<file path="config.mk">
export PLATFORM = sky130hd
export DESIGN_NAME = cla_wide_seq_adder
export DESIGN_NICKNAME = d
export VERILOG_FILES = /design/src/rtl/cla_pkg.sv /design/src/rtl/cla_slice_add.sv /design/src/rtl/cla_wide_seq_adder.sv
export SDC_FILE = /design/constraint.sdc
export NUM_CORES = 1
export LEC_CHECK = 0
export ABC_AREA = 0
export BUFFER_PORTS_ARGS = -buffer_cell sky130_fd_sc_hd__clkbuf_2
export CAP_MARGIN = 40
export CORE_ASPECT_RATIO = 1.4
export CORE_UTILIZATION = 57
export CTS_BUF_LIST = sky130_fd_sc_hd__clkbuf_8
export CTS_CLUSTER_DIAMETER = 150
export DETAILED_ROUTE_END_ITERATION = 8
export GPL_ROUTABILITY_DRIVEN = 0
export PLACE_DENSITY_LB_ADDON = 0.25
export SETUP_SLACK_MARGIN = 0.1
export SLEW_MARGIN = 10
export SYNTH_ARGS = -nofsm -noshare
export SYNTH_HDL_FRONTEND = slang
export SYNTH_SLANG_ARGS = --single-unit
</file>
<file path="constraint.sdc">
create_clock -name clk -period 5.3 [get_ports clk]
set_clock_uncertainty 0.1 [all_clocks]
set_input_delay 0.265 -clock clk [delete_from_list [all_inputs] [get_ports clk]]
set_output_delay 0.265 -clock clk [all_outputs]
set_load 0.05 [all_outputs]
</file>
<file path="src/rtl/cla_pkg.sv">
// cla_pkg: controller state encoding and default geometry shared by the sequential CLA adder.
`default_nettype none

package cla_pkg;

  typedef enum logic [1:0] {
    ST_IDLE = 2'd0,
    ST_RUN  = 2'd1,
    ST_DONE = 2'd2
  } state_e;

  localparam int CLA_WIDTH = 64;
  localparam int CLA_SLICE = 16;
  localparam int CLA_GROUP = 4;

endpackage

`default_nettype wire

</file>
<file path="src/rtl/cla_slice_add.sv">
// cla_slice_add: combinational SLICE-bit carry-lookahead adder built from 4-bit lookahead groups.
`default_nettype none

module cla_slice_add
  import cla_pkg::*;
#(
  parameter int SLICE = CLA_SLICE
) (
  input  logic [SLICE-1:0] a,
  input  logic [SLICE-1:0] b,
  input  logic             c_i,
  output logic [SLICE-1:0] s,
  output logic             c_o,
  output logic             c_msb
);

  localparam int NGRP = SLICE / CLA_GROUP;

  logic [SLICE-1:0] g;
  logic [SLICE-1:0] p;
  logic [SLICE-1:0] ci;
  logic [NGRP-1:0]  gg;
  logic [NGRP-1:0]  gp;
  logic [NGRP:0]    cg;

  generate
    if (SLICE % CLA_GROUP != 0 || SLICE < CLA_GROUP) begin : g_bad_slice
      $error("cla_slice_add: SLICE must be a positive multiple of 4");
    end
  endgenerate

  assign g = a & b;
  assign p = a ^ b;

  generate
    for (genvar k = 0; k < NGRP; k++) begin : g_grp
      localparam int B = k * CLA_GROUP;
      // Carries inside a group are fully expanded from the group's carry-in.
      assign ci[B]   = cg[k];
      assign ci[B+1] = g[B] | (p[B] & cg[k]);
      assign ci[B+2] = g[B+1] | (p[B+1] & g[B]) | (p[B+1] & p[B] & cg[k]);
      assign ci[B+3] = g[B+2] | (p[B+2] & g[B+1]) | (p[B+2] & p[B+1] & g[B])
                     | (p[B+2] & p[B+1] & p[B] & cg[k]);
      assign gg[k]   = g[B+3] | (p[B+3] & g[B+2]) | (p[B+3] & p[B+2] & g[B+1])
                     | (p[B+3] & p[B+2] & p[B+1] & g[B]);
      assign gp[k]   = &p[B+3:B];
    end
  endgenerate

  always_comb begin
    cg[0] = c_i;
    for (int k = 0; k < NGRP; k++) begin
      cg[k+1] = gg[k] | (gp[k] & cg[k]);
    end
  end

  assign s     = p ^ ci;
  assign c_o   = cg[NGRP];
  assign c_msb = ci[SLICE-1];

endmodule

`default_nettype wire

</file>
<file path="src/rtl/cla_wide_seq_adder.sv">
// cla_wide_seq_adder: WIDTH-bit add/sub computed one SLICE-bit CLA pass per clock, LSB slice first,
// with valid/ready handshakes on operands and result.
`default_nettype none

module cla_wide_seq_adder
  import cla_pkg::*;
#(
  parameter int WIDTH = CLA_WIDTH,
  parameter int SLICE = CLA_SLICE
) (
  input  logic             clk,
  input  logic             rst_n,
  input  logic             in_valid,
  output logic             in_ready,
  input  logic [WIDTH-1:0] a,
  input  logic [WIDTH-1:0] b,
  input  logic             c_in,
  input  logic             op_sub,
  output logic             out_valid,
  input  logic             out_ready,
  output logic [WIDTH-1:0] sum,
  output logic             c_out,
  output logic             ovf
);

  localparam int NSLICE = WIDTH / SLICE;
  localparam int IDXW   = (NSLICE > 1) ? $clog2(NSLICE) : 1;
  localparam logic [IDXW-1:0] LAST_IDX = IDXW'(NSLICE - 1);

  generate
    if (WIDTH % SLICE != 0 || NSLICE < 2) begin : g_bad_geometry
      $error("cla_wide_seq_adder: WIDTH must be a multiple of SLICE with at least two slices");
    end
  endgenerate

  state_e state_q, state_d;
  logic [IDXW-1:0] idx_q, idx_d;
  logic carry_q, carry_d;
  logic c_msb_q, c_msb_d;
  logic op_sub_q, op_sub_d;
  logic [NSLICE-1:0][SLICE-1:0] a_q, a_d;
  logic [NSLICE-1:0][SLICE-1:0] b_q, b_d;
  logic [NSLICE-1:0][SLICE-1:0] sum_q, sum_d;

  logic [SLICE-1:0] slice_s;
  logic             slice_co;
  logic             slice_msb;

  cla_slice_add #(
    .SLICE (SLICE)
  ) u_slice (
    .a     (a_q[idx_q]),
    .b     (b_q[idx_q]),
    .c_i   (carry_q),
    .s     (slice_s),
    .c_o   (slice_co),
    .c_msb (slice_msb)
  );

  always_ff @(posedge clk or negedge rst_n) begin
    if (!rst_n) begin
      state_q  <= ST_IDLE;
      idx_q    <= '0;
      carry_q  <= 1'b0;
      c_msb_q  <= 1'b0;
      op_sub_q <= 1'b0;
      a_q      <= '0;
      b_q      <= '0;
      sum_q    <= '0;
    end else begin
      state_q  <= state_d;
      idx_q    <= idx_d;
      carry_q  <= carry_d;
      c_msb_q  <= c_msb_d;
      op_sub_q <= op_sub_d;
      a_q      <= a_d;
      b_q      <= b_d;
      sum_q    <= sum_d;
    end
  end

  always_comb begin
    state_d  = state_q;
    idx_d    = idx_q;
    carry_d  = carry_q;
    c_msb_d  = c_msb_q;
    op_sub_d = op_sub_q;
    a_d      = a_q;
    b_d      = b_q;
    sum_d    = sum_q;
    case (state_q)
      ST_IDLE: begin
        // Subtraction is a + ~b + ~c_in; the borrow is recovered on the way out.
        if (in_valid) begin
          a_d      = a;
          b_d      = op_sub ? ~b : b;
          op_sub_d = op_sub;
          carry_d  = c_in ^ op_sub;
          idx_d    = '0;
          state_d  = ST_RUN;
        end
      end
      ST_RUN: begin
        sum_d[idx_q] = slice_s;
        carry_d      = slice_co;
        idx_d        = idx_q + IDXW'(1);
        if (idx_q == LAST_IDX) begin
          c_msb_d = slice_msb;
          idx_d   = '0;
          state_d = ST_DONE;
        end
      end
      ST_DONE: begin
        if (out_ready) begin
          state_d = ST_IDLE;
        end
      end
      default: state_d = ST_IDLE;
    endcase
  end

  assign in_ready  = (state_q == ST_IDLE);
  assign out_valid = (state_q == ST_DONE);
  assign sum       = out_valid ? sum_q : '0;
  assign c_out     = out_valid & (carry_q ^ op_sub_q);
  assign ovf       = out_valid & (carry_q ^ c_msb_q);

endmodule

`default_nettype wire
</file>
==> impl_metrics.json <==
{
  "worstHoldPathCells": 3,
  "hold-path-endpoint": "b_q[26]",
  "antenna_found_initial": 0,
  "maxCapViolations": 0,
  "finalInstanceArea_um2": 12630,
  "grt_usage_pct": 30.82,
  "synth_cells": 1019,
  "cts_tree": "built",
  "vias_per_cell": 5.402,
  "hold_path_class": "input port to flip-flop",
  "crit_buf_inv": 1,
  "outcome": "completed",
  "port_buffers": 201,
  "tns_ns": 0,
  "p_per_area_nw_per_um2": 633.0,
  "synth_flop_cell": "dfrtp_1",
  "io_pins": 202,
  "ys_seq_elements": 199,
  "ctsResizeCount": 0,
  "syn_area_per_cell_um2": 9.789,
  "rows": 56,
  "post_drt_wl_per_cell_um": 17.42,
  "cp_top_family": "compound AO/OA/AOI/OAI gates",
  "fin_util_pct": 74.46,
  "required_ns": 5.52,
  "syn_nets": 1177,
  "grt_pass1_vias": 8208,
  "leakagePower_nw": 6.156,
  "cts_root_buf": "clkbuf_8",
  "start_util_pct": 58.83,
  "synthesis.area_um2": 9975,
  "wirelength_um": 26860,
  "slew_violations": 0,
  "dpl.hpwl_um": 17640,
  "path_cells": "buf_4 -> mux4_2 -> ha_1 -> a21o_1 -> a21oi_1 -> nand2_2 -> a2111o_1 -> fa_1 -> xnor2_1 -> o21ai_0",
  "path_class": "flip-flop to flip-flop",
  "dpl_cell_area_um2": 11160,
  "final_antenna_net_count": 0,
  "grt_pass1_wl_um": 41740,
  "setup_slack_ns": 0.9649,
  "grt_overflow": 0,
  "r2r_slack_ns": 0.96,
  "critPathCaptureType": "flip-flop",
  "r2r_cells": 10,
  "final_nets": 1454,
  "die_width_um": 113.8,
  "min_from": "b[26]",
  "clock-sinks": 199,
  "core_area_um2": 16960,
  "r2r-start": "idx_q[0]",
  "whs_ns": 0.003661,
  "cts_max_level": 4,
  "setup_viol": 0,
  "dr.pass1.iters": 5,
  "final-hold-violation-count": 0,
  "seq_area_frac_synth_pct": 49.92,
  "ir_worst_vdd_uv": 389.9,
  "die_height_um": 158.5,
  "synth_enable_flop_cells": 0,
  "ys_warn_count": 0,
  "startpoint_type": "flip-flop",
  "postCtsHoldBufs": 110,
  "clk_latency_ns": 0.48,
  "drive_gt1_share_pct": 22.99,
  "drt_iter0_markers": 672,
  "grt_setup_unrepaired": "false",
  "period_share_pct": 81.80,
  "max_slew.worst_pin.slew_ns": 0.9031,
  "critPathArrivalTime_ns": 4.55,
  "drc": 0,
  "grt_start_max_net_pins": 96,
  "synth.distinct_cells": 43,
  "dp_slack_ns": 1.012,
  "area_growth_pct": 26.58,
  "clkTransAtPathRegs_ns": 0.10,
  "clk_path_buf_depth": 2,
  "postCtsSetupBuffers": 0,
  "numCtsBuffers": 17,
  "num_vias": 8330,
  "max_stage_delay_ns": 0.89,
  "reg2reg_to": "sum_q[13]",
  "crit_path_top_delay_cell": "dfrtp_2",
  "async_flop_share_pct": 100.0,
  "fmax_mhz": 230.7,
  "die-area_um2": 18040,
  "critical_path.max_fanout": 26,
  "period_minus_slack_ns": 4.335,
  "maxSlewHeadroom_pct": 39.65
}
## worst max path at each step
| stage | start | to | slack, ns | depth (start not counted) |
|---|---|---|---|---|
| 2_1_floorplan | idx_q[0] | sum_q[12] | 1.42 | 10 |
| 3_3_place_gp | idx_q[0] | sum_q[61] | 1.13 | 9 |
| 3_5_place_dp | idx_q[0] | sum_q[13] | 1.01 | 10 |
| 4_1_cts | idx_q[0] | sum_q[13] | 0.98 | 10 |
| 5_1_grt | idx_q[0] | sum_q[13] | 0.69 | 10 |
| 6_report | idx_q[0] | sum_q[13] | 0.96 | 10 |
## registers in the layout (all words and copies together), names as in the netlist
name / cells
sum_q: 64
c_msb_q: 1
a_q: 64
op_sub_q: 1
carry_q: 1
b_q: 64
state_q: 2
idx_q: 2
## logic make-up (layout without fill, tap and decap cells)
| logic type | after synthesis | count (layout) | share of synthesized area, % |
|---|---|---|---|
| AND/OR/NAND/NOR | 441 | 441 | 19.14 |
| flip-flops | 199 | 199 | 49.92 |
| AO/OA/AOI/OAI | 162 | 162 | 9.245 |
| buffers and inverters | 77 | 367 | 3.575 |
| XOR/XNOR | 76 | 76 | 6.673 |
| multiplexers | 40 | 40 | 8.128 |
| adder cells (fa/ha/maj) | 24 | 24 | 3.312 |
| other | 0 | 1 | 0 |
## where the power goes
group          switching [mW]  internal, mW
registers               0.477          2.25
logic                    2.67          1.68
clock network           0.567         0.349
## layout make-up
type	instances	area (um^2)
Antenna cell	1	2.502
Clock buffer	18	247.7
Clock inverter	14	117.6
Fill cell	1168	4330
Inverter	9	33.78
Multi-Input combinational cell	743	4647
Sequential cell	199	4981
Tap cell	232	290.3
Timing Repair Buffer	326	2306
## cell usage after synthesis, types with 2 or more instances
cell / number / area share [%]
a211o_1: 3 / 0.26
a211oi_1: 2 / 0.15
a21o_1: 2 / 0.15
a21oi_1: 9 / 0.45
a31oi_1: 3 / 0.19
and2_1: 69 / 4.3
and3_2: 3 / 0.23
buf_2: 9 / 0.45
buf_6: 7 / 0.79
clkbuf_1: 50 / 1.9
dfrtp_1: 199 / 50
fa_1: 4 / 0.80
ha_1: 20 / 2.5
inv_1: 9 / 0.34
mux2_2: 8 / 0.90
mux4_2: 32 / 7.2
nand2_1: 327 / 12
nand2b_1: 4 / 0.25
nand3_1: 6 / 0.30
nand4_1: 7 / 0.44
nor2_1: 11 / 0.41
nor2b_1: 5 / 0.31
nor3_1: 5 / 0.25
o211ai_1: 4 / 0.30
o211ai_2: 2 / 0.25
o21ai_0: 123 / 6.2
o31ai_1: 6 / 0.45
xnor2_1: 69 / 6.1
xor2_1: 7 / 0.61
## worst register-to-register path, stage by stage (launching register included)
cell and delay [ns]:
dfrtp_2 0.89, buf_4 0.30, mux4_2 0.55, ha_1 0.36, a21o_1 0.18, a21oi_1 0.25
nand2_2 0.20, a2111o_1 0.47, fa_1 0.45, xnor2_1 0.30, o21ai_0 0.14
## metal layers
| layer | part of all wire [%] | up-vias | global-route usage [%] |
|---|---|---|---|
| li1 | - | 3919 | - |
| met1 | 39 | 3948 | 37.68 |
| met2 | 51 | 368 | 52.35 |
| met3 | 5.2 | 95 | 5.520 |
| met4 | 5.0 | 0 | 16.39 |
| met5 | 0 | - | 0 |
## stage by stage
stage,power [mW],instances
finish,7.992,1542
global route,8.547,1541
CTS,7.933,1541
detailed placement,6.964,1399
global placement,6.731,1393
floorplan,5.708,1019
## cells in the final DEF (no fill, tap or decap), drive strengths merged, types with 6 or more instances in the layout
cell / n
nand2: 328
clkbuf: 218
dfrtp: 199
o21ai: 123
dlygate4sd3: 110
xnor2: 69
and2: 69
mux4: 32
ha: 20
buf: 16
inv: 15
nor2: 11
a21oi: 10
mux2: 8
nand4: 7
xor2: 7
nand3: 6
o31ai: 6
o211ai: 6
No activity file was read; power rests on OpenSTA's default activity.
